$ cat config.mk
export PLATFORM = sky130hd
export DESIGN_NAME = nmr_bstrm_pulse_seq
export DESIGN_NICKNAME = d
export VERILOG_FILES = /design/src/rtl/nmr_bstrm_pulse_seq.sv
export SDC_FILE = /design/constraint.sdc
export NUM_CORES = 1
export LEC_CHECK = 0
export ABC_CLOCK_PERIOD_IN_PS = 3890
export CAP_MARGIN = 30
export CORE_MARGIN = 3
export CORE_UTILIZATION = 45
export DETAILED_ROUTE_END_ITERATION = 16
export GPL_TIMING_DRIVEN = 0
export PLACE_DENSITY = 0.71
export SLEW_MARGIN = 20
export SYNTH_ARGS = -nofsm -noshare
export SYNTH_HDL_FRONTEND = slang
export SYNTH_SLANG_ARGS = --single-unit
$ cat constraint.sdc
create_clock -name CLK -period 3.89 [get_ports CLK]
set_input_delay 0.5835 -clock CLK [delete_from_list [all_inputs] [get_ports CLK]]
set_output_delay 0.5835 -clock CLK [all_outputs]
set_load 0.01 [all_outputs]
$ cat src/rtl/nmr_bstrm_pulse_seq.sv
// NMR pulse sequencer: pops 32-bit bitstream words from an FWFT FIFO and plays
// them as pulse-line patterns with per-word hold times. Optional word counter: NMR_PSEQ_WORDCNT_EN.
module nmr_bstrm_pulse_seq #(
  parameter int BUS_WIDTH = 32,
  parameter int OUT_WIDTH = 7,
  parameter int CNT_WIDTH = 24
) (
  input  logic                 CLK,
  input  logic                 RST,
  input  logic                 START,
  input  logic                 STOP,
  input  logic [BUS_WIDTH-1:0] word_in,
  input  logic                 word_valid,
  output logic                 word_rd,
  output logic [OUT_WIDTH-1:0] pulse_out,
  output logic                 BUSY,
  output logic                 D_END,
  output logic                 underrun
`ifdef NMR_PSEQ_WORDCNT_EN
  ,
  output logic [15:0]          word_cnt
`endif
);

  generate
    if (OUT_WIDTH + CNT_WIDTH > BUS_WIDTH - 1) begin : g_bad_widths
      $error("nmr_bstrm_pulse_seq: OUT_WIDTH + CNT_WIDTH must not exceed BUS_WIDTH - 1");
    end
  endgenerate

  typedef enum logic [1:0] {
    IDLE = 2'd0,
    LOAD = 2'd1,
    RUN  = 2'd2,
    DONE = 2'd3
  } state_t;

  state_t               state, state_n;
  logic [CNT_WIDTH-1:0] cnt, cnt_n;
  logic [OUT_WIDTH-1:0] pulse_n;
  logic                 more_r, more_n;
  logic                 underrun_n;

  logic                 w_more;
  logic [OUT_WIDTH-1:0] w_pat;
  logic [CNT_WIDTH-1:0] w_dur;
  logic                 unused_word_bits;

  assign w_more           = word_in[BUS_WIDTH-1];
  assign w_pat            = word_in[BUS_WIDTH-2 -: OUT_WIDTH];
  assign w_dur            = word_in[CNT_WIDTH-1:0];
  assign unused_word_bits = ^word_in;

  // A word loaded on the edge where cnt reaches zero keeps the lines busy with no gap;
  // every path into DONE drops the lines on that same edge.
  always_comb begin
    state_n    = state;
    pulse_n    = pulse_out;
    cnt_n      = cnt;
    more_n     = more_r;
    underrun_n = underrun;
    word_rd    = 1'b0;
    case (state)
      IDLE: begin
        pulse_n = '0;
        if (START && !STOP) begin
          state_n    = LOAD;
          underrun_n = 1'b0;
        end
      end
      LOAD: begin
        if (STOP) begin
          pulse_n = '0;
          state_n = DONE;
        end else if (word_valid) begin
          word_rd = 1'b1;
          pulse_n = w_pat;
          cnt_n   = w_dur;
          more_n  = w_more;
          state_n = RUN;
        end
      end
      RUN: begin
        if (STOP) begin
          pulse_n = '0;
          state_n = DONE;
        end else if (cnt != '0) begin
          cnt_n = cnt - CNT_WIDTH'(1);
        end else if (more_r && word_valid) begin
          word_rd = 1'b1;
          pulse_n = w_pat;
          cnt_n   = w_dur;
          more_n  = w_more;
        end else begin
          if (more_r) underrun_n = 1'b1;
          pulse_n = '0;
          state_n = DONE;
        end
      end
      DONE: begin
        pulse_n = '0;
        state_n = IDLE;
      end
      default: begin
        pulse_n = '0;
        state_n = IDLE;
      end
    endcase
  end

  // D_END and BUSY are registered from the next state so they line up with the state register.
  always_ff @(posedge CLK) begin
    if (RST) begin
      state     <= IDLE;
      pulse_out <= '0;
      cnt       <= '0;
      more_r    <= 1'b0;
      D_END     <= 1'b0;
      BUSY      <= 1'b0;
      underrun  <= 1'b0;
    end else begin
      state     <= state_n;
      pulse_out <= pulse_n;
      cnt       <= cnt_n;
      more_r    <= more_n;
      D_END     <= (state_n == DONE);
      BUSY      <= (state_n != IDLE);
      underrun  <= underrun_n;
    end
  end

`ifdef NMR_PSEQ_WORDCNT_EN
  // Kept after the sequence ends so the SoC can read back how many words were played.
  always_ff @(posedge CLK) begin
    if (RST) begin
      word_cnt <= 16'd0;
    end else if (state == IDLE && state_n == LOAD) begin
      word_cnt <= 16'd0;
    end else if (word_rd && word_cnt != 16'hFFFF) begin
      word_cnt <= word_cnt + 16'd1;
    end
  end
`endif

endmodule

==> results of run 1 <==
-- registers in the layout, indices dropped and copies added (netlist names) --
| register | cells |
|---|---|
| more_r | 1 |
| pulse_out | 7 |
| state | 2 |
| cnt | 24 |
| D_END | 1 |
| underrun | 1 |
| BUSY | 1 |
-- cell type report --
cell class                      instances  area (um^2)
Buffer                                 20         95.1
Clock buffer                            6         72.6
Clock inverter                          2         10.0
Fill cell                             497         2110
Inverter                               12         45.0
Multi-Input combinational cell        243         1590
Sequential cell                        37          741
Tap cell                               70         87.6
Timing Repair Buffer                   45          450
-- cell usage after synthesis, types with 2 or more instances --
cell / instances / area, um^2
sky130_fd_sc_hd__a21oi_1: 10 / 50.1
sky130_fd_sc_hd__a22oi_1: 5 / 37.5
sky130_fd_sc_hd__a2bb2oi_1: 3 / 26.3
sky130_fd_sc_hd__a31oi_1: 7 / 43.8
sky130_fd_sc_hd__a32o_1: 11 / 110
sky130_fd_sc_hd__and3_1: 2 / 12.5
sky130_fd_sc_hd__buf_2: 3 / 15.0
sky130_fd_sc_hd__buf_4: 2 / 15.0
sky130_fd_sc_hd__clkbuf_1: 13 / 48.8
sky130_fd_sc_hd__dfxtp_1: 37 / 741
sky130_fd_sc_hd__ha_1: 4 / 50.1
sky130_fd_sc_hd__inv_1: 12 / 45.0
sky130_fd_sc_hd__mux2i_1: 19 / 190
sky130_fd_sc_hd__nand2_1: 42 / 158
sky130_fd_sc_hd__nand2b_1: 2 / 12.5
sky130_fd_sc_hd__nand3_1: 19 / 95.1
sky130_fd_sc_hd__nand4_1: 5 / 31.3
sky130_fd_sc_hd__nor2_1: 13 / 48.8
sky130_fd_sc_hd__nor2b_1: 5 / 31.3
sky130_fd_sc_hd__nor3_1: 19 / 95.1
sky130_fd_sc_hd__nor4_1: 5 / 31.3
sky130_fd_sc_hd__nor4_4: 2 / 42.5
sky130_fd_sc_hd__o2111ai_1: 2 / 17.5
sky130_fd_sc_hd__o211ai_1: 3 / 22.5
sky130_fd_sc_hd__o21ai_0: 9 / 45.0
sky130_fd_sc_hd__o22ai_1: 5 / 31.3
sky130_fd_sc_hd__o32ai_1: 6 / 52.6
sky130_fd_sc_hd__or2_2: 6 / 37.5
sky130_fd_sc_hd__or3_1: 11 / 68.8
sky130_fd_sc_hd__or4_1: 6 / 45.0
-- worst register-to-register path, stage by stage, from the launching register on --
cell and delay (ns):
sky130_fd_sc_hd__dfxtp_1 0.35, sky130_fd_sc_hd__inv_1 0.08, sky130_fd_sc_hd__ha_1 0.22, sky130_fd_sc_hd__or4b_1 0.44, sky130_fd_sc_hd__clkbuf_1 0.21, sky130_fd_sc_hd__nor3_2 0.45
sky130_fd_sc_hd__a21boi_1 0.39, sky130_fd_sc_hd__o21ai_1 0.46, sky130_fd_sc_hd__o32ai_1 0.16
-- per-layer routing --
layer	up-vias	GRT usage (%)	share of wire, %
li1	1287	-	-
met1	1339	36.4	44
met2	154	40.6	45
met3	31	6.95	8.3
met4	0	9.80	3.2
met5	-	0	0
-- per-stage QoR --
stage / hold slack, ns / util, % / cells / power, uW
finish: 0.463 / 59.4 / 435 / 2830
CTS: 0.463 / 59.4 / 435 / 2760
floorplan: 0.454 / - / 312 / 1970
detailed placement: 0.449 / 57.8 / 427 / 2480
global placement: 0.444 / 57.8 / 427 / 2490
global route: 0.501 / 59.4 / 435 / 3000
-- power groups by stage --
| stage | Sequential, uW | Clock, uW | Combinational, uW |
|---|---|---|---|
| after floorplan | 552 | 0 | 1420 |
| after global placement | 565 | 0 | 1920 |
| after detailed placement | 568 | 0 | 1910 |
| after CTS | 560 | 273 | 1920 |
| after global routing | 577 | 291 | 2130 |
| final | 564 | 276 | 1990 |
-- cell families after synthesis --
| family | Yosys count | synth area share (%) |
|---|---|---|
| DFF | 37 | 30.0 |
| adders and majority gates | 4 | 2.02 |
| and+or+nand+nor | 143 | 31.1 |
| muxes | 20 | 8.15 |
| buffers and inverters | 32 | 5.67 |
| AOI/OAI and AO/OA | 76 | 23.1 |
-- how the worst min path moves through the flow --
stage / from / endpoint / slack [ns]
floorplan: cnt[22] / cnt[22] / 0.45
global placement: pulse_out[1] / pulse_out[1] / 0.44
detailed placement: pulse_out[3] / pulse_out[3] / 0.45
CTS: pulse_out[4] / pulse_out[4] / 0.46
global route: pulse_out[2] / pulse_out[2] / 0.50
finish: pulse_out[0] / pulse_out[0] / 0.46
==> flow_summary.html, run 1 <==
<table>
<tr><th>Metric</th><th>Value</th></tr>
<tr><th colspan="2">Run status</th></tr>
<tr><td>Outcome</td><td>finished clean</td></tr>
<tr><th colspan="2">Worst setup path</th></tr>
<tr><td>Highest net fanout along the worst path</td><td>8</td></tr>
<tr><td>Crit path from</td><td>cnt[15]</td></tr>
<tr><td>Endpoint kind of the worst setup timing path</td><td>primary output</td></tr>
<tr><td>R2R depth</td><td>8</td></tr>
<tr><td>Series of cell instances along the critical path</td><td>nor4_1, nand4_1, nor3_1, o211a_1, clkdlybuf4s50_1</td></tr>
<tr><td>Total buffers and inverters traversed by the critical path</td><td>1</td></tr>
<tr><td>Worst path arrival time</td><td>2.98 ns</td></tr>
<tr><td>Endpoint required time on the critical path</td><td>around 3.3 ns</td></tr>
<tr><td>CP peak stage delay</td><td>0.65 ns</td></tr>
<tr><td>Cell class contributing the biggest share of worst-path delay</td><td>simple AND/OR/NAND/NOR gates</td></tr>
<tr><td>Levels on crit path</td><td>5</td></tr>
<tr><td>Type of element launching the critical path</td><td>flip-flop</td></tr>
<tr><td>Reg2reg end</td><td>cnt[21]</td></tr>
<tr><td>Library cell contributing the largest single delay on the critical path</td><td>sky130_fd_sc_hd__nor4_1</td></tr>
<tr><td>Critical Path End</td><td>word_rd</td></tr>
<tr><td>Register-to-register setup slack</td><td>0.99 ns</td></tr>
<tr><td>Critical setup path kind</td><td>reg -&gt; out</td></tr>
<tr><td>Startpoint of the most critical register-to-register path</td><td>cnt[0]</td></tr>
<tr><th colspan="2">Global routing</th></tr>
<tr><td>Global-route wire length before repair</td><td>about 13000 um</td></tr>
<tr><td>Largest net degree at the start of global routing</td><td>12</td></tr>
<tr><td>Total global routing track utilization</td><td>26.8%</td></tr>
<tr><td>Via count of the first global-routing pass</td><td>2675</td></tr>
<tr><td>Initial antenna violation count</td><td>0</td></tr>
<tr><td>Total overflow reported by the global router</td><td>0</td></tr>
<tr><th colspan="2">Min path</th></tr>
<tr><td>Worst hold stages</td><td>2</td></tr>
<tr><td>Hold crit path type</td><td>reg -&gt; reg</td></tr>
<tr><th colspan="2">Power and ir drop</th></tr>
<tr><td>Power per cell area</td><td>~900 nW/um^2</td></tr>
<tr><td>Reported leakage power</td><td>0.00121 uW</td></tr>
<tr><td>Proportion of power drawn by combinational gates</td><td>between 70% and 80%</td></tr>
<tr><td>Reg power frac</td><td>approximately 20%</td></tr>
<tr><td>Switching power share of the total</td><td>between 50% and 60%</td></tr>
<tr><td>Power share of the clock group</td><td>between 9 and 10%</td></tr>
<tr><td>Maximum ir drop on the vdd rail</td><td>~0.00054 V</td></tr>
<tr><td>Switching power</td><td>1490 uW</td></tr>
<tr><td>Internal power</td><td>1330 uW</td></tr>
<tr><th colspan="2">Detailed routing</th></tr>
<tr><td>Number of vias in the routed layout</td><td>around 2800</td></tr>
<tr><td>Antenna-violating nets left</td><td>0</td></tr>
<tr><td># DRC</td><td>0</td></tr>
<tr><td>Via count normalized by instance count</td><td>between 6 and 7</td></tr>
<tr><td>Detailed-routing iteration count for the pre-antenna-repair pass</td><td>5</td></tr>
<tr><td>Iteration-0 DRC Markers</td><td>approximately 310</td></tr>
<tr><td>Avg WL per Cell</td><td>about 19 um</td></tr>
<tr><td>Routed wire length</td><td>8240 um</td></tr>
<tr><th colspan="2">Synthesis</th></tr>
<tr><td>Cell area after synthesis</td><td>between 2000 and 2500 um^2</td></tr>
<tr><td>Netlist cell types</td><td>54</td></tr>
<tr><td>Mean instance size in the synthesized netlist</td><td>roughly 7.9 um^2</td></tr>
<tr><td>Total number of yosys warnings</td><td>0</td></tr>
<tr><td>Dominant register cell in the synthesized netlist</td><td>sky130_fd_sc_hd__dfxtp_1</td></tr>
<tr><td>EDFF count, synth</td><td>0</td></tr>
<tr><td>Share of async-settable or async-resettable flops after synthesis</td><td>0%</td></tr>
<tr><td>Part of the Yosys area used for sequential elements</td><td>between 20% and 30%</td></tr>
<tr><td>Post-Syn Nets</td><td>approximately 350</td></tr>
<tr><td>Synthesized instance count</td><td>between 300 and 400</td></tr>
<tr><td>Flop and latch count out of synthesis</td><td>37</td></tr>
<tr><th colspan="2">Floorplan</th></tr>
<tr><td>Top-Level Pins</td><td>48</td></tr>
<tr><td>Initial core utilization</td><td>47.5%</td></tr>
<tr><td>Vertical die dimension</td><td>roughly 80 um</td></tr>
<tr><td>Width of the chip</td><td>about 80 um</td></tr>
<tr><td>Area inside the core boundary</td><td>about 5200 um^2</td></tr>
<tr><td>Area of the die</td><td>6420 um^2</td></tr>
<tr><td>Std cell rows</td><td>26</td></tr>
<tr><th colspan="2">Flow run</th></tr>
<tr><td>MaxCap Viol Count</td><td>0</td></tr>
<tr><th colspan="2">Final layout</th></tr>
<tr><td>Design area</td><td>~3100 um^2</td></tr>
<tr><td>Fin nets</td><td>a little over 400</td></tr>
<tr><td>Most common cell after layout, fill and taps aside</td><td>sky130_fd_sc_hd__clkdlybuf4s50_1</td></tr>
<tr><td>Number of antenna repair diodes</td><td>0</td></tr>
<tr><td>Area growth from synthesis to layout</td><td>25.1%</td></tr>
<tr><td>Fraction of layout cells with a size suffix above 1</td><td>7.95%</td></tr>
<tr><td>Highest-count cells in the layout ignoring fill and taps</td><td>sky130_fd_sc_hd__clkdlybuf4s50_1 (45), sky130_fd_sc_hd__nand2_1 (42), sky130_fd_sc_hd__dfxtp_1 (37)</td></tr>
<tr><th colspan="2">CTS</th></tr>
<tr><td>Post-CTS sizing</td><td>0</td></tr>
<tr><td>Post-CTS Hold Buffers</td><td>0</td></tr>
<tr><td>Total number of clock tree sinks</td><td>37</td></tr>
<tr><td>Root Buffer Master</td><td>sky130_fd_sc_hd__clkbuf_8</td></tr>
<tr><td>Worst-path clk slew</td><td>approximately 0.090 ns</td></tr>
<tr><td>Setup bufs post-CTS</td><td>0</td></tr>
<tr><td>H-tree depth</td><td>2</td></tr>
<tr><td>CTS Buf Count</td><td>5</td></tr>
<tr><td>Buffer depth of the longest clock path</td><td>2</td></tr>
<tr><td>Clk_lat worst skew</td><td>roughly 0.30 ns</td></tr>
<tr><td>CTS tree</td><td>done</td></tr>
<tr><th colspan="2">Placement</th></tr>
<tr><td>Pre-CTS setup slack</td><td>slightly above 0.8 ns</td></tr>
<tr><td>Number of port buffers</td><td>45</td></tr>
<tr><td>Final Wtd Congestion</td><td>roughly 0.93</td></tr>
<tr><td>Final HPWL DP</td><td>5880 um</td></tr>
<tr><td>Total cell area at the placement stage</td><td>3010 um^2</td></tr>
<tr><th colspan="2">Timing</th></tr>
<tr><td>Max Slew Vio Count</td><td>0</td></tr>
<tr><td>Number of hold-slack violations in the final timing report</td><td>0</td></tr>
<tr><td>Crit path time final</td><td>around 3.6 ns</td></tr>
<tr><td>Max Clk Rate</td><td>281 MHz</td></tr>
<tr><td>Worst slew pin tran</td><td>0.950 ns</td></tr>
<tr><td>Relative slew margins</td><td>between 30 and 40%</td></tr>
<tr><td>Setup Skew</td><td>around 0.011 ns</td></tr>
<tr><td>Unrepaired setup endpoints after global routing</td><td>false</td></tr>
<tr><td>Setup violation total in the final timing report</td><td>0</td></tr>
<tr><td>Final Worst Setup Slack</td><td>between 0.3 and 0.4 ns</td></tr>
<tr><td>Final sum of negative setup slack</td><td>0 ns</td></tr>
<tr><td>Final period util</td><td>about nine tenths</td></tr>
</table>
No activity file was read; power rests on OpenSTA's default activity.
==> run 2: changes to the inputs <==
Settings changed: CORE_ASPECT_RATIO set to 1.75.
==> run 2 against run 1 <==
  * Non-clock buffer count is 1 higher
  * Cell area is 0.44% higher
  * Critical endpoint unchanged
  * Critical path type unchanged
  * Sequential power hardly changed
==> flow_summary.html, run 2 (synthesis results as in run 1) <==
<table>
<tr><th>Metric</th><th>Value</th></tr>
<tr><th colspan="2">Worst setup path</th></tr>
<tr><td>Reg2reg end</td><td>cnt[13]</td></tr>
<tr><td>Type of element launching the critical path</td><td>flip-flop</td></tr>
<tr><td>Total buffers and inverters traversed by the critical path</td><td>2 (+1)</td></tr>
<tr><td>Highest net fanout along the worst path</td><td>10 (+2)</td></tr>
<tr><td>R2R depth</td><td>7 (-1)</td></tr>
<tr><td>Series of cell instances along the critical path</td><td>nor4_1, nand3_1, clkbuf_1, nor3_1, o211a_1, clkdlybuf4s50_1</td></tr>
<tr><td>Critical setup path kind</td><td>reg -&gt; out</td></tr>
<tr><td>Endpoint kind of the worst setup timing path</td><td>primary output</td></tr>
<tr><td>CP peak stage delay</td><td>0.79 ns (+0.14 ns)</td></tr>
<tr><td>Worst path arrival time</td><td>2.96 ns (-0.02 ns)</td></tr>
<tr><td>Register-to-register setup slack</td><td>0.99 ns (about the same)</td></tr>
<tr><td>Startpoint of the most critical register-to-register path</td><td>cnt[8]</td></tr>
<tr><td>Endpoint required time on the critical path</td><td>3.31 ns (about the same)</td></tr>
<tr><td>Library cell contributing the largest single delay on the critical path</td><td>sky130_fd_sc_hd__nor4_1</td></tr>
<tr><td>Cell class contributing the biggest share of worst-path delay</td><td>simple AND/OR/NAND/NOR gates</td></tr>
<tr><th colspan="2">Timing</th></tr>
<tr><td>Final sum of negative setup slack</td><td>0 ns (unchanged)</td></tr>
<tr><td>Number of hold-slack violations in the final timing report</td><td>0 (unchanged)</td></tr>
<tr><td>Worst slew pin tran</td><td>0.952 ns (+0.00235 ns)</td></tr>
<tr><td>Setup violation total in the final timing report</td><td>0 (unchanged)</td></tr>
<tr><td>Max Slew Vio Count</td><td>0 (unchanged)</td></tr>
<tr><td>Final period util</td><td>91.1% (-0.49 points)</td></tr>
<tr><td>Setup Skew</td><td>0.00611 ns (-0.00462 ns)</td></tr>
<tr><td>Unrepaired setup endpoints after global routing</td><td>false</td></tr>
<tr><td>Relative slew margins</td><td>36.4% (-0.16 points)</td></tr>
<tr><td>Crit path time final</td><td>3.55 ns (-0.0190 ns)</td></tr>
<tr><td>Max Clk Rate</td><td>282 MHz (+0.54%)</td></tr>
<tr><th colspan="2">Detailed routing</th></tr>
<tr><td>Antenna-violating nets left</td><td>0 (unchanged)</td></tr>
<tr><td>Via count normalized by instance count</td><td>6.26 (-3.1%)</td></tr>
<tr><td>Avg WL per Cell</td><td>19.8 um (+4.3%)</td></tr>
<tr><td>Iteration-0 DRC Markers</td><td>189 (-40%)</td></tr>
<tr><td>Number of vias in the routed layout</td><td>2750 (-2.2%)</td></tr>
<tr><td>Routed wire length</td><td>8670 um (+5.2%)</td></tr>
<tr><td># DRC</td><td>0 (unchanged)</td></tr>
<tr><td>Detailed-routing iteration count for the pre-antenna-repair pass</td><td>6 (+1)</td></tr>
<tr><th colspan="2">CTS</th></tr>
<tr><td>Root Buffer Master</td><td>sky130_fd_sc_hd__clkbuf_8</td></tr>
<tr><td>CTS tree</td><td>done</td></tr>
<tr><td>Worst-path clk slew</td><td>0.07 ns (-0.02 ns)</td></tr>
<tr><td>Clk_lat worst skew</td><td>0.29 ns (about the same)</td></tr>
<tr><td>H-tree depth</td><td>2 (unchanged)</td></tr>
<tr><td>CTS Buf Count</td><td>5 (unchanged)</td></tr>
<tr><td>Post-CTS sizing</td><td>0 (unchanged)</td></tr>
<tr><td>Total number of clock tree sinks</td><td>37 (unchanged)</td></tr>
<tr><td>Buffer depth of the longest clock path</td><td>2 (unchanged)</td></tr>
<tr><td>Setup bufs post-CTS</td><td>0 (unchanged)</td></tr>
<tr><td>Post-CTS Hold Buffers</td><td>0 (unchanged)</td></tr>
<tr><th colspan="2">Final layout</th></tr>
<tr><td>Post-layout util</td><td>58.6% (-0.79 points)</td></tr>
<tr><td>Most flops, register</td><td>cnt</td></tr>
<tr><td>Number of flip-flops under the largest register name</td><td>24 (unchanged)</td></tr>
<tr><td>Most common cell after layout, fill and taps aside</td><td>sky130_fd_sc_hd__clkdlybuf4s50_1</td></tr>
<tr><td>Fin nets</td><td>406 (+0.25%)</td></tr>
<tr><td>Largest registers</td><td>cnt (24), pulse_out (7), state (2)</td></tr>
<tr><td>Area growth from synthesis to layout</td><td>25.7%</td></tr>
<tr><td>Fraction of layout cells with a size suffix above 1</td><td>7.95% (unchanged)</td></tr>
<tr><td>Number of antenna repair diodes</td><td>0 (unchanged)</td></tr>
<tr><td>Highest-count cells in the layout ignoring fill and taps</td><td>sky130_fd_sc_hd__clkdlybuf4s50_1 (45), sky130_fd_sc_hd__nand2_1 (42), sky130_fd_sc_hd__dfxtp_1 (37)</td></tr>
<tr><th colspan="2">Floorplan</th></tr>
<tr><td>Vertical die dimension</td><td>104 um (+30%)</td></tr>
<tr><td>Initial core utilization</td><td>46.7% (-0.84 points)</td></tr>
<tr><td>Width of the chip</td><td>62.0 um (-23%)</td></tr>
<tr><td>Top-Level Pins</td><td>48 (unchanged)</td></tr>
<tr><td>Area of the die</td><td>6450 um^2 (+0.55%)</td></tr>
<tr><td>Std cell rows</td><td>35 (+35%)</td></tr>
<tr><td>Area inside the core boundary</td><td>5300 um^2 (+1.8%)</td></tr>
<tr><th colspan="2">Global routing</th></tr>
<tr><td>Global-route wire length before repair</td><td>13600 um (+2.0%)</td></tr>
<tr><td>Via count of the first global-routing pass</td><td>2725 (+1.9%)</td></tr>
<tr><td>Initial antenna violation count</td><td>0 (unchanged)</td></tr>
<tr><td>Largest net degree at the start of global routing</td><td>11 (-1)</td></tr>
<tr><td>Total global routing track utilization</td><td>28.0% (+1.2 points)</td></tr>
<tr><td>Total overflow reported by the global router</td><td>0 (unchanged)</td></tr>
<tr><th colspan="2">Min path</th></tr>
<tr><td>Critical hold path startpoint</td><td>pulse_out[1]</td></tr>
<tr><td>Hold crit path type</td><td>reg -&gt; reg</td></tr>
<tr><td>Worst hold endpoint</td><td>pulse_out[1]</td></tr>
<tr><td>Worst hold stages</td><td>2 (unchanged)</td></tr>
<tr><th colspan="2">Flow run</th></tr>
<tr><td>MaxCap Viol Count</td><td>0 (unchanged)</td></tr>
<tr><th colspan="2">Power and ir drop</th></tr>
<tr><td>Maximum ir drop on the vdd rail</td><td>0.000451 V (-16%)</td></tr>
<tr><td>Power per cell area</td><td>923 nW/um^2 (+1.1%)</td></tr>
<tr><td>Reported leakage power</td><td>0.00122 uW (+0.40%)</td></tr>
<tr><th colspan="2">Placement</th></tr>
<tr><td>Final HPWL DP</td><td>6540 um (+11%)</td></tr>
<tr><td>Final Wtd Congestion</td><td>1.00 (+7.6%)</td></tr>
<tr><td>Number of port buffers</td><td>45 (unchanged)</td></tr>
<tr><th colspan="2">Run status</th></tr>
<tr><td>Outcome</td><td>finished clean</td></tr>
</table>
==> run 2: cell types whose count changed in the layout (fill, tap and decap cells not counted), sizes merged <==
cell,previous run,this run
clkinv,2,0
buf,6,7
clkbuf,20,21
==> run 2: worst max path at each step <==
stage / from / to / slack, ns / cells past startpoint
after floorplan: cnt[0] / cnt[6] / 1.63 / 9
after CTS: cnt[8] / word_rd / 0.41 / 6
after global routing: cnt[8] / word_rd / 0.28 / 6
after global placement: cnt[8] / word_rd / 0.72 / 6
after detailed placement: cnt[8] / word_rd / 0.73 / 6
final: cnt[8] / word_rd / 0.34 / 6
==> run 2: cell type report <==
type	count	area [um^2]
well taps	74	92.6
clock buffers	7	86.3
plain buffers	20	95.1
repair buffers	46	455
fillers	496	2190
inverters	12	45.0
multi-input cells	243	1590
flip-flops and latches	37	741
==> run 2: power breakdown <==
part           switching (uW)  internal, uW  total, uW
Clock                     141           141        282
Combinational            1280           740       2020
Sequential               95.6           469        565
Total                    1520          1350       2870
==> run 2: layer usage <==
layer  track usage [%]  part of all wire (%)  vias to the layer above
met5                 0                     0                        -
met4              15.3                   5.1                        0
met3              4.35                   6.7                       37
met2              45.9                    51                      153
met1              32.6                    37                     1270
li1                  -                     -                     1290
==> run 2: worst reg2reg max path, stage by stage (launching register included) <==
cell,delay (ns)
sky130_fd_sc_hd__dfxtp_1,0.37
sky130_fd_sc_hd__nor4_1,0.80
sky130_fd_sc_hd__nand3_1,0.17
sky130_fd_sc_hd__clkbuf_1,0.31
sky130_fd_sc_hd__o21ai_2,0.44
sky130_fd_sc_hd__buf_4,0.30
sky130_fd_sc_hd__o22ai_1,0.12
sky130_fd_sc_hd__a32o_1,0.29
==> run 2: stage by stage <==
step / cell area (um^2) / std cells / total power, uW / hold WS [ns] / worst slack (ns)
after global placement: 3020 / 431 / 2540 / 0.443 / 0.715
after detailed placement: 3020 / 431 / 2530 / 0.451 / 0.730
after global routing: 3110 / 439 / 3040 / 0.480 / 0.280
final: 3110 / 439 / 2870 / 0.459 / 0.344
after floorplan: 2470 / 312 / 1970 / 0.454 / 1.63
after CTS: 3100 / 438 / 2820 / 0.462 / 0.410
==> run 3: changes to the inputs <==
Settings changed: CORE_MARGIN 3 to 2, CTS_BUF_LIST set to sky130_fd_sc_hd__clkbuf_4 sky130_fd_sc_hd__clkbuf_8 sky130_fd_sc_hd__clkbuf_16.
==> run 3 against run 2 <==
  * Clock-buffer cell count rose by 1
  * Worst setup slack better by 0.055 ns
  * Worst hold slack barely moved
  * Sequential power about the same
  * Clock power increased by 3%
  * Combinational power about the same
  * Cell area is the same
  * Sequential share of layout area unchanged
  * Final cell count stayed put
  * Global-route usage rose by 2.7 points
  * Via count about the same
  * Highest routed layer unchanged
==> flow_summary.html, run 3 (synthesis results as in run 1) <==
<table>
<tr><th>Metric</th><th>Value</th></tr>
<tr><th colspan="2">Final layout</th></tr>
<tr><td>Highest-count cells in the layout ignoring fill and taps</td><td>sky130_fd_sc_hd__clkdlybuf4s50_1 (45), sky130_fd_sc_hd__nand2_1 (42), sky130_fd_sc_hd__dfxtp_1 (37)</td></tr>
<tr><td>Number of antenna repair diodes</td><td>0 (unchanged)</td></tr>
<tr><td>Most flops, register</td><td>cnt</td></tr>
<tr><td>Largest registers</td><td>cnt (24), pulse_out (7), state (2)</td></tr>
<tr><td>Number of standard cells in the layout, taps in and fillers out</td><td>439 (unchanged)</td></tr>
<tr><td>Number of flip-flops under the largest register name</td><td>24 (unchanged)</td></tr>
<tr><td>Fraction of layout cells with a size suffix above 1</td><td>8.22% (+0.27 points)</td></tr>
<tr><td>Layout fillers</td><td>527 (+6.3%)</td></tr>
<tr><td>Most common cell after layout, fill and taps aside</td><td>sky130_fd_sc_hd__clkdlybuf4s50_1</td></tr>
<tr><td>Fin nets</td><td>405 (-0.25%)</td></tr>
<tr><td>Multi-input logic area</td><td>1590 um^2 (unchanged)</td></tr>
<tr><td>Total area of sequential cells</td><td>741 um^2 (unchanged)</td></tr>
<tr><td>Area growth from synthesis to layout</td><td>25.7% (unchanged)</td></tr>
<tr><th colspan="2">Detailed routing</th></tr>
<tr><td>Iteration-0 DRC Markers</td><td>167 (-12%)</td></tr>
<tr><td>Detailed-routing iteration count for the pre-antenna-repair pass</td><td>5 (-1)</td></tr>
<tr><td># DRC</td><td>0 (unchanged)</td></tr>
<tr><td>Avg WL per Cell</td><td>19.9 um (+0.93%)</td></tr>
<tr><td>Number of vias in the routed layout</td><td>2748 (-0.073%)</td></tr>
<tr><td>Via count normalized by instance count</td><td>6.26 (about the same)</td></tr>
<tr><td>Antenna-violating nets left</td><td>0 (unchanged)</td></tr>
<tr><td>Routed wire length</td><td>8750 um (+0.93%)</td></tr>
<tr><th colspan="2">Min path</th></tr>
<tr><td>Worst hold stages</td><td>2 (unchanged)</td></tr>
<tr><td>Hold crit path type</td><td>reg -&gt; reg</td></tr>
<tr><td>Worst hold endpoint</td><td>pulse_out[0]</td></tr>
<tr><td>Critical hold path startpoint</td><td>pulse_out[0]</td></tr>
<tr><th colspan="2">Floorplan</th></tr>
<tr><td>Vertical die dimension</td><td>102 um (-1.9%)</td></tr>
<tr><td>Initial core utilization</td><td>46.7% (unchanged)</td></tr>
<tr><td>Top-Level Pins</td><td>48 (unchanged)</td></tr>
<tr><td>Area of the die</td><td>6130 um^2 (-5.1%)</td></tr>
<tr><td>Std cell rows</td><td>35 (unchanged)</td></tr>
<tr><td>Area inside the core boundary</td><td>5300 um^2 (unchanged)</td></tr>
<tr><td>Width of the chip</td><td>60.0 um (-3.2%)</td></tr>
<tr><th colspan="2">Power and ir drop</th></tr>
<tr><td>Proportion of power drawn by combinational gates</td><td>70.2% (-0.3 points)</td></tr>
<tr><td>Reg power frac</td><td>19.7% (about the same)</td></tr>
<tr><td>Internal power</td><td>1360 uW (+0.52%)</td></tr>
<tr><td>Power share of the clock group</td><td>10.1% (+0.3 points)</td></tr>
<tr><td>Switching power</td><td>1520 uW (+0.11%)</td></tr>
<tr><td>Maximum ir drop on the vdd rail</td><td>0.000564 V (+25%)</td></tr>
<tr><td>Reported leakage power</td><td>0.00122 uW (about the same)</td></tr>
<tr><td>Power per cell area</td><td>926 nW/um^2 (+0.30%)</td></tr>
<tr><td>Switching power share of the total</td><td>52.8% (-0.10 points)</td></tr>
<tr><th colspan="2">Timing</th></tr>
<tr><td>Max Clk Rate</td><td>286 MHz (+1.6%)</td></tr>
<tr><td>Setup Skew</td><td>0.0100 ns (+0.00393 ns)</td></tr>
<tr><td>Number of hold-slack violations in the final timing report</td><td>0 (unchanged)</td></tr>
<tr><td>Setup violation total in the final timing report</td><td>0 (unchanged)</td></tr>
<tr><td>Final sum of negative setup slack</td><td>0 ns (unchanged)</td></tr>
<tr><td>Worst slew pin tran</td><td>0.926 ns (-0.0265 ns)</td></tr>
<tr><td>Relative slew margins</td><td>37.8% (+1.4 points)</td></tr>
<tr><td>Final Worst Setup Slack</td><td>0.399 ns (+0.0546 ns)</td></tr>
<tr><td>Max Slew Vio Count</td><td>0 (unchanged)</td></tr>
<tr><td>Crit path time final</td><td>3.49 ns (-0.0546 ns)</td></tr>
<tr><td>Unrepaired setup endpoints after global routing</td><td>false</td></tr>
<tr><td>Final period util</td><td>89.7% (-1.4 points)</td></tr>
<tr><td>Hold slack</td><td>0.459 ns (-0.000243 ns)</td></tr>
<tr><th colspan="2">CTS</th></tr>
<tr><td>Worst-path clk slew</td><td>0.07 ns (about the same)</td></tr>
<tr><td>Post-CTS sizing</td><td>0 (unchanged)</td></tr>
<tr><td>Root Buffer Master</td><td>sky130_fd_sc_hd__clkbuf_8</td></tr>
<tr><td>CTS tree</td><td>done</td></tr>
<tr><td>Setup bufs post-CTS</td><td>0 (unchanged)</td></tr>
<tr><td>Clk_lat worst skew</td><td>0.30 ns (about the same)</td></tr>
<tr><td>Post-CTS Hold Buffers</td><td>0 (unchanged)</td></tr>
<tr><td>Buffer depth of the longest clock path</td><td>2 (unchanged)</td></tr>
<tr><td>Total number of clock tree sinks</td><td>37 (unchanged)</td></tr>
<tr><td>H-tree depth</td><td>2 (unchanged)</td></tr>
<tr><td>CTS Buf Count</td><td>5 (unchanged)</td></tr>
<tr><th colspan="2">Worst setup path</th></tr>
<tr><td>CP peak stage delay</td><td>0.73 ns (-0.06 ns)</td></tr>
<tr><td>Highest net fanout along the worst path</td><td>10 (unchanged)</td></tr>
<tr><td>Endpoint required time on the critical path</td><td>3.31 ns (about the same)</td></tr>
<tr><td>Type of element launching the critical path</td><td>flip-flop</td></tr>
<tr><td>Reg2reg end</td><td>cnt[17]</td></tr>
<tr><td>R2R depth</td><td>8 (+1)</td></tr>
<tr><td>Register-to-register setup slack</td><td>0.96 ns (-0.03 ns)</td></tr>
<tr><td>Series of cell instances along the critical path</td><td>nor4_1, nand3_1, clkbuf_1, nor3_1, o211a_1, clkdlybuf4s50_1</td></tr>
<tr><td>Endpoint kind of the worst setup timing path</td><td>primary output</td></tr>
<tr><td>Library cell contributing the largest single delay on the critical path</td><td>sky130_fd_sc_hd__nor4_1</td></tr>
<tr><td>Startpoint of the most critical register-to-register path</td><td>cnt[0]</td></tr>
<tr><td>Critical setup path kind</td><td>reg -&gt; out</td></tr>
<tr><td>Worst path arrival time</td><td>2.91 ns (-0.05 ns)</td></tr>
<tr><th colspan="2">Global routing</th></tr>
<tr><td>GRT Max-Usage Layer</td><td>met2</td></tr>
<tr><td>Global routing met1 resource utilization</td><td>34.1% (+1.5 points)</td></tr>
<tr><td>Largest net degree at the start of global routing</td><td>11 (unchanged)</td></tr>
<tr><td>Total global routing track utilization</td><td>30.7% (+2.7 points)</td></tr>
<tr><td>Global-route wire length before repair</td><td>14000 um (+3.0%)</td></tr>
<tr><td>Met2 track utilization from global routing</td><td>54.0% (+8.1 points)</td></tr>
<tr><td>Via count of the first global-routing pass</td><td>2892 (+6.1%)</td></tr>
<tr><td>Initial antenna violation count</td><td>0 (unchanged)</td></tr>
<tr><td>Met3 layer usage reported by global route</td><td>4.18% (-0.17 points)</td></tr>
<tr><td>Total overflow reported by the global router</td><td>0 (unchanged)</td></tr>
<tr><th colspan="2">Flow run</th></tr>
<tr><td>MaxCap Viol Count</td><td>0 (unchanged)</td></tr>
<tr><th colspan="2">Placement</th></tr>
<tr><td>Final Wtd Congestion</td><td>1.01 (+0.89%)</td></tr>
<tr><td>Number of port buffers</td><td>45 (unchanged)</td></tr>
<tr><td>Final HPWL DP</td><td>6630 um (+1.4%)</td></tr>
<tr><td>Placed Instances</td><td>431 (unchanged)</td></tr>
<tr><td>Pre-CTS setup slack</td><td>0.745 ns (+0.0144 ns)</td></tr>
<tr><th colspan="2">Run status</th></tr>
<tr><td>Outcome</td><td>finished clean</td></tr>
</table>
-- run 3: cell types whose count changed in the layout (fill, tap and decap cells not counted), sizes merged --
cell / before / now
clkbuf: 21 / 22
buf: 7 / 6
-- run 3: final cells by class --
class                      instances  share of cell area, %
inverter                          12                   1.45
timing repair buffer              45                   14.5
tap                               74                   2.98
sequential                        37                   23.8
buffer                            20                   3.06
multi-input combinational        243                   51.2
clock buffer                       8                   2.94
-- run 3: how the worst max path moves through the flow --
stage | from | endpoint | cells after the start
6_report | cnt[8] | word_rd | 6
5_1_grt | cnt[8] | word_rd | 6
4_1_cts | cnt[8] | word_rd | 6
3_5_place_dp | cnt[8] | word_rd | 6
3_3_place_gp | cnt[8] | word_rd | 6
2_1_floorplan | cnt[0] | cnt[6] | 9
-- run 3: per-stage QoR --
stage | util (%) | cell area (um^2) | total power (uW)
6_report | 58.6 | 3110 | 2880
5_1_grt | 58.6 | 3110 | 3060
4_1_cts | 58.6 | 3110 | 2830
3_5_place_dp | 56.9 | 3020 | 2530
3_3_place_gp | 56.9 | 3020 | 2530
2_1_floorplan | - | 2470 | 1970
-- run 3: worst max-delay path, delay by kind of cell, from the launching register on --
kind | cells | cell delay [ns]
buffers and inverters | 2 | 0.84
and+or+nand+nor | 3 | 1.21
DFF | 1 | 0.37
AOI/OAI and AO/OA | 1 | 0.19
-- run 3: metal layers --
layer / routed length [um] / part of all wire [%]
met1: 3180 / 36
met2: 4580 / 52
met3: 588 / 6.7
met4: 398 / 4.5
met5: 0 / 0
-- run 3: power groups by stage --
| stage | Clock [uW] | Sequential, uW | Combinational (uW) |
|---|---|---|---|
| floorplan | 0 | 552 | 1420 |
| global placement | 0 | 567 | 1970 |
| detailed placement | 0 | 572 | 1960 |
| CTS | 296 | 563 | 1970 |
| global route | 309 | 581 | 2170 |
| finish | 291 | 566 | 2020 |
